File: src/rtl/seq_divider.sv
// Sequential restoring divider: one trial subtraction per clock, SIZE iterations per result.
// start/busy/done handshake; a start presented in the done cycle is accepted back-to-back.
module seq_divider #(
   parameter int SIZE = 4
) (
   input  logic            clk,
   input  logic            rst_n,
   input  logic            start,
   input  logic [SIZE-1:0] dividend,
   input  logic [SIZE-1:0] divisor,
   output logic            busy,
   output logic            done,
   output logic [SIZE-1:0] quotient,
   output logic [SIZE-1:0] remainder,
   output logic            div_by_zero
);

   localparam int CW = $clog2(SIZE + 1);

   typedef enum logic [1:0] {IDLE, RUN, DZ, DONE} state_t;

   state_t          state_q, state_d;
   logic [CW-1:0]   cnt_q, cnt_d;
   logic [SIZE:0]   r_q, r_d;
   logic [SIZE-1:0] w_q, w_d;
   logic [SIZE-1:0] dvsr_q, dvsr_d;
   logic [SIZE-1:0] quot_q, quot_d;
   logic [SIZE-1:0] rem_q, rem_d;
   logic            dbz_q, dbz_d;

   logic            accept;
   logic            last_iter;
   logic [SIZE:0]   r_shift;
   logic [SIZE:0]   trial;
   logic [SIZE:0]   r_iter;
   logic [SIZE-1:0] w_iter;

   assign accept    = start && ((state_q == IDLE) || (state_q == DONE));
   assign last_iter = (cnt_q == CW'(1));

   // One restoring step: a negative trial (MSB set) keeps the shifted remainder.
   always_comb begin
      r_shift = {r_q[SIZE-1:0], w_q[SIZE-1]};
      trial   = r_shift - {1'b0, dvsr_q};
      r_iter  = trial[SIZE] ? r_shift : trial;
      w_iter  = {w_q[SIZE-2:0], ~trial[SIZE]};
   end

   always_ff @(posedge clk or negedge rst_n) begin
      if (!rst_n) begin
         state_q <= IDLE;
      end else begin
         state_q <= state_d;
      end
   end

   always_comb begin
      state_d = state_q;
      unique case (state_q)
         IDLE, DONE: begin
            if (start) begin
               state_d = (divisor == '0) ? DZ : RUN;
            end else begin
               state_d = IDLE;
            end
         end
         RUN: begin
            if (last_iter) begin
               state_d = DONE;
            end
         end
         DZ:      state_d = DONE;
         default: state_d = IDLE;
      endcase
   end

   always_comb begin
      busy = (state_q == RUN) || (state_q == DZ);
      done = (state_q == DONE);
   end

   // Results are written only on the edge that enters DONE and otherwise hold.
   always_comb begin
      cnt_d  = cnt_q;
      r_d    = r_q;
      w_d    = w_q;
      dvsr_d = dvsr_q;
      quot_d = quot_q;
      rem_d  = rem_q;
      dbz_d  = dbz_q;
      if (accept) begin
         w_d    = dividend;
         dvsr_d = divisor;
         r_d    = '0;
         cnt_d  = CW'(SIZE);
      end else if (state_q == RUN) begin
         r_d   = r_iter;
         w_d   = w_iter;
         cnt_d = cnt_q - CW'(1);
         if (last_iter) begin
            quot_d = w_iter;
            rem_d  = r_iter[SIZE-1:0];
            dbz_d  = 1'b0;
         end
      end else if (state_q == DZ) begin
         quot_d = '1;
         rem_d  = w_q;
         dbz_d  = 1'b1;
      end
   end

   always_ff @(posedge clk or negedge rst_n) begin
      if (!rst_n) begin
         cnt_q  <= '0;
         r_q    <= '0;
         w_q    <= '0;
         dvsr_q <= '0;
         quot_q <= '0;
         rem_q  <= '0;
         dbz_q  <= 1'b0;
      end else begin
         cnt_q  <= cnt_d;
         r_q    <= r_d;
         w_q    <= w_d;
         dvsr_q <= dvsr_d;
         quot_q <= quot_d;
         rem_q  <= rem_d;
         dbz_q  <= dbz_d;
      end
   end

   assign quotient    = quot_q;
   assign remainder   = rem_q;
   assign div_by_zero = dbz_q;

endmodule

File: config.mk
export PLATFORM = sky130hd
export DESIGN_NAME = seq_divider
export DESIGN_NICKNAME = d
export VERILOG_FILES = /design/src/rtl/seq_divider.sv
export SDC_FILE = /design/constraint.sdc
export NUM_CORES = 1
export LEC_CHECK = 0
export CORE_MARGIN = 4
export CORE_UTILIZATION = 24
export CTS_CLUSTER_DIAMETER = 150
export DETAILED_ROUTE_END_ITERATION = 10
export REMOVE_ABC_BUFFERS = 1
export SYNTH_ARGS = -nofsm -noshare
export SYNTH_HDL_FRONTEND = slang
export SYNTH_SLANG_ARGS = --single-unit
export TNS_END_PERCENT = 20
File: constraint.sdc
create_clock -name clk -period 4.01 [get_ports clk]
set_clock_uncertainty 0.2 [all_clocks]
set_input_delay 0.401 -clock clk [delete_from_list [all_inputs] [get_ports clk]]
set_output_delay 0.401 -clock clk [all_outputs]
set_load 0.005 [all_outputs]
==> metrics.md <==
| Metric | Value |
|---|---|
| Leakage | `0.0007498 uW` |
| CP Class | `flop to flop` |
| GPL Wtd Cong | `0.7513` |
| Yosys reg bits | `26` |
| Max cap viols | `0` |
| Clk pwr share | `10.5%` |
| Sink Count | `26` |
| Worst R2R End | `remainder[1]` |
| Commonest non-fill, non-tap cell in the layout | `dfrtp_1` |
| Top-area cell type share of the netlist area | `44.98%` |
| Reg2Reg Setup Slack | `1.34 ns` |
| Clk Latency, worst-skew pair | `0.27 ns` |
| Fill cells | `620` |
| Fmax | `0.3750 GHz` |
| Hold Path Class | `primary input to asynchronous set/reset pin` |
| Row cnt | `28` |
| Share of cells above drive strength 1 | `6.471%` |
| Final setup viols | `0` |
| Final Slew Violations | `0` |
| I/O pin count | `22` |
| Starting Density | `24.57%` |
| Primary FF master, synth | `dfrtp_1` |
| Worst Path Arrival | `2.67 ns` |
| Cts bufs inserted | `3` |
| Vias | `1092` |
| CTS tree | `built` |
| Post-Place Cells | `241` |
| Post-CTS setup buffer count | `0` |
| Post-synthesis sequential area ratio | `44.98%` |
| CTS hold repair buffers | `0` |
| Final Util | `30.42%` |
| Fin crit period | `2.667 ns` |
| DRT Wirelength | `3.048 mm` |
| Cell count after synthesis | `150` |
| Asr flop ratio synth | `100.0%` |
| Slew @ Worst Pin | `0.5492 ns` |
| Critical Path Sink | `remainder[1]` |
| Status | `completed` |
| Most frequent cells in the layout | `dfrtp_1, clkdlybuf4s50_1, inv_1, nor2_1, a21oi_1` |
| ANT nets after route | `0` |
| DRT iter0 DRCs | `68` |
| Vias per cell | `4.457` |
| Placed Area | `0.001735 sq mm` |
| PwrDens | `920.8 mW/mm^2` |
| Die height | `85.63 um` |
| Crit-path slowest cell | `dfrtp_1` |
| TritonRoute pass-1 iters | `4` |
| WL/cell | `12.44 um` |
| Antenna violations before repair | `0` |
| Maximum fanout along the worst path | `6` |
| Total GRT Usage | `8.947%` |
| Maximum vdd drop | `0.2751 mV` |
| CP Cell Sequence | `inv_1 > ha_1 > fa_1 > nand2b_2 > a21oi_4 > xor2_4 > mux2_1 > a31oi_1` |
| Die W | `85.63 um` |
| Slew margin rel. | `63.39%` |
| Reg power frac | `28.7%` |
| Vias in the first global route | `1096` |
| Finished Layout Cells | `245` |
| Area leader, netlist | `dfrtp_1` |
| Maximum buffer depth of the clock tree | `2` |
| Power Total | `1649 uW` |
| Synth cell types | `40` |
| Post-synth EDFFs | `0` |
| Root buf cell | `clkbuf_8` |
| Clock transition at the registers of the reported paths | `0.09 ns` |
| Crit path launch type | `flop` |
| R2R depth | `8` |
| Nets | `191` |
| Internal Power | `936.1 uW` |
| R2R Path Start | `w_q[3]` |
| Synth-to-layout area growth | `23.79%` |
| Post-cts resize count | `0` |
| Post-Layout Inst Area | `0.001790 sq mm` |
| Largest net degree at the start of global routing | `30` |
| Tcrit/Tclk final | `66.50%` |
| Final global-route overflow total | `0` |
| Combinational cell fraction of total power | `60.8%` |
| N_diodes | `0` |
| Total core area | `0.005886 sq mm` |
| Switch share | `43.22%` |
| Post-detail-place hpwl | `2.231 mm` |
| First-pass GRT wire length | `5.319 mm` |
| DRC Markers | `0` |
| Psw | `712.5 uW` |
| Synth Area per Inst | `9.643 sq um` |
| Final hold vios | `0` |
| # port buffers | `21` |
| DIE AREA | `0.007333 sq mm` |
| Ys Warns | `0` |
| Required @ worst endpoint | `4.01 ns` |
| CP max stage delay | `0.41 ns` |
| RSZ-0062 raised after global routing | `no` |
| Critical Path End Type | `flop` |
| Critical path origin | `w_q[3]` |
| Setup TNS | `0 ns` |
| Cell Area, Synth | `0.001446 sq mm` |
| CTS H-tree lvls | `1` |
| Area contributors post-synth | `dfrtp_1, ha_1, inv_1` |
[worst min-delay path by stage]
| stage | start | endpoint | slack (ns) | cells past startpoint |
|---|---|---|---|---|
| 2_1_floorplan | rst_n | cnt_q[0] | -0.09 | 0 |
| 3_3_place_gp | dvsr_q[0] | dvsr_q[0] | 0.31 | 1 |
| 3_5_place_dp | dvsr_q[0] | dvsr_q[0] | 0.32 | 1 |
| 4_1_cts | rst_n | quotient[3] | 0.32 | 2 |
| 5_1_grt | rst_n | quotient[2] | 0.33 | 2 |
| 6_report | rst_n | quotient[3] | 0.30 | 2 |
[Yosys cell counts (all sizes together), types with 3 or more instances]
cell type and instances:
ha 8, a21oi 12, nor2 16, clkbuf 4, mux2i 5, nand2b 4, inv 17, buf 3
a31oi 8, nand2 8, o21ai 10, dfrtp 26
[flip-flops by register name, indices dropped and copies added (netlist names)]
name	count
w_q	4
dvsr_q	4
r_q	4
state_q	2
cnt_q	3
remainder	4
quotient	4
div_by_zero	1
[metrics by stage]
| step | setup WS [ns] | hold WS, ns |
|---|---|---|
| 2_1_floorplan | 1.528 | -0.09459 |
| 3_3_place_gp | 1.435 | 0.3120 |
| 3_5_place_dp | 1.376 | 0.3194 |
| 4_1_cts | 1.347 | 0.3174 |
| 5_1_grt | 1.175 | 0.3261 |
| 6_report | 1.343 | 0.3005 |
[kinds of logic (layout without fill, tap and decap cells)]
kind of cell / after synthesis / after routing / share of synthesized area [%]
AOI/OAI and AO/OA: 41 / 41 / 17.99
xor gates and xnor gates: 4 / 4 / 3.720
adders and majority gates: 9 / 9 / 8.305
buffers and inverters: 24 / 44 / 6.487
DFF: 26 / 26 / 44.98
muxes: 7 / 7 / 5.017
and+or+nand+nor: 39 / 39 / 13.50
[critical path: cells and delay by family (launching register included)]
family,cells,cell delay [ns]
compound gates,2,0.42
xor+xnor,1,0.24
simple gates,1,0.22
fa+ha+maj,2,0.65
buf+inv,1,0.08
mux,1,0.38
flops,1,0.41
[routing by layer]
| metal | global-route usage (%) | up-vias | part of all wire (%) |
|---|---|---|---|
| li1 | - | 559 | - |
| met1 | 12.57 | 509 | 50 |
| met2 | 13.42 | 21 | 44 |
| met3 | 2.498 | 3 | 5.2 |
| met4 | 2.590 | 0 | 0.89 |
| met5 | 0 | - | 0 |
[power by group through the flow]
stage	sequential [uW]	combinational (uW)	clock (uW)
global route	492	1150	189
detailed placement	482	1010	0
floorplan	462	726	0
global placement	478	1000	0
CTS	476	1020	179
finish	474	1000	173
[layout make-up]
class | instances | area [sq um] | area share, %
clock buffer | 4 | 55.05 | 3.075
inverter | 17 | 63.81 | 3.564
multi-input combinational | 100 | 701.9 | 39.20
sequential | 26 | 650.6 | 36.34
tap | 75 | 93.84 | 5.241
timing repair buffer | 23 | 225.2 | 12.58
No activity file was read; power rests on OpenSTA's default activity.
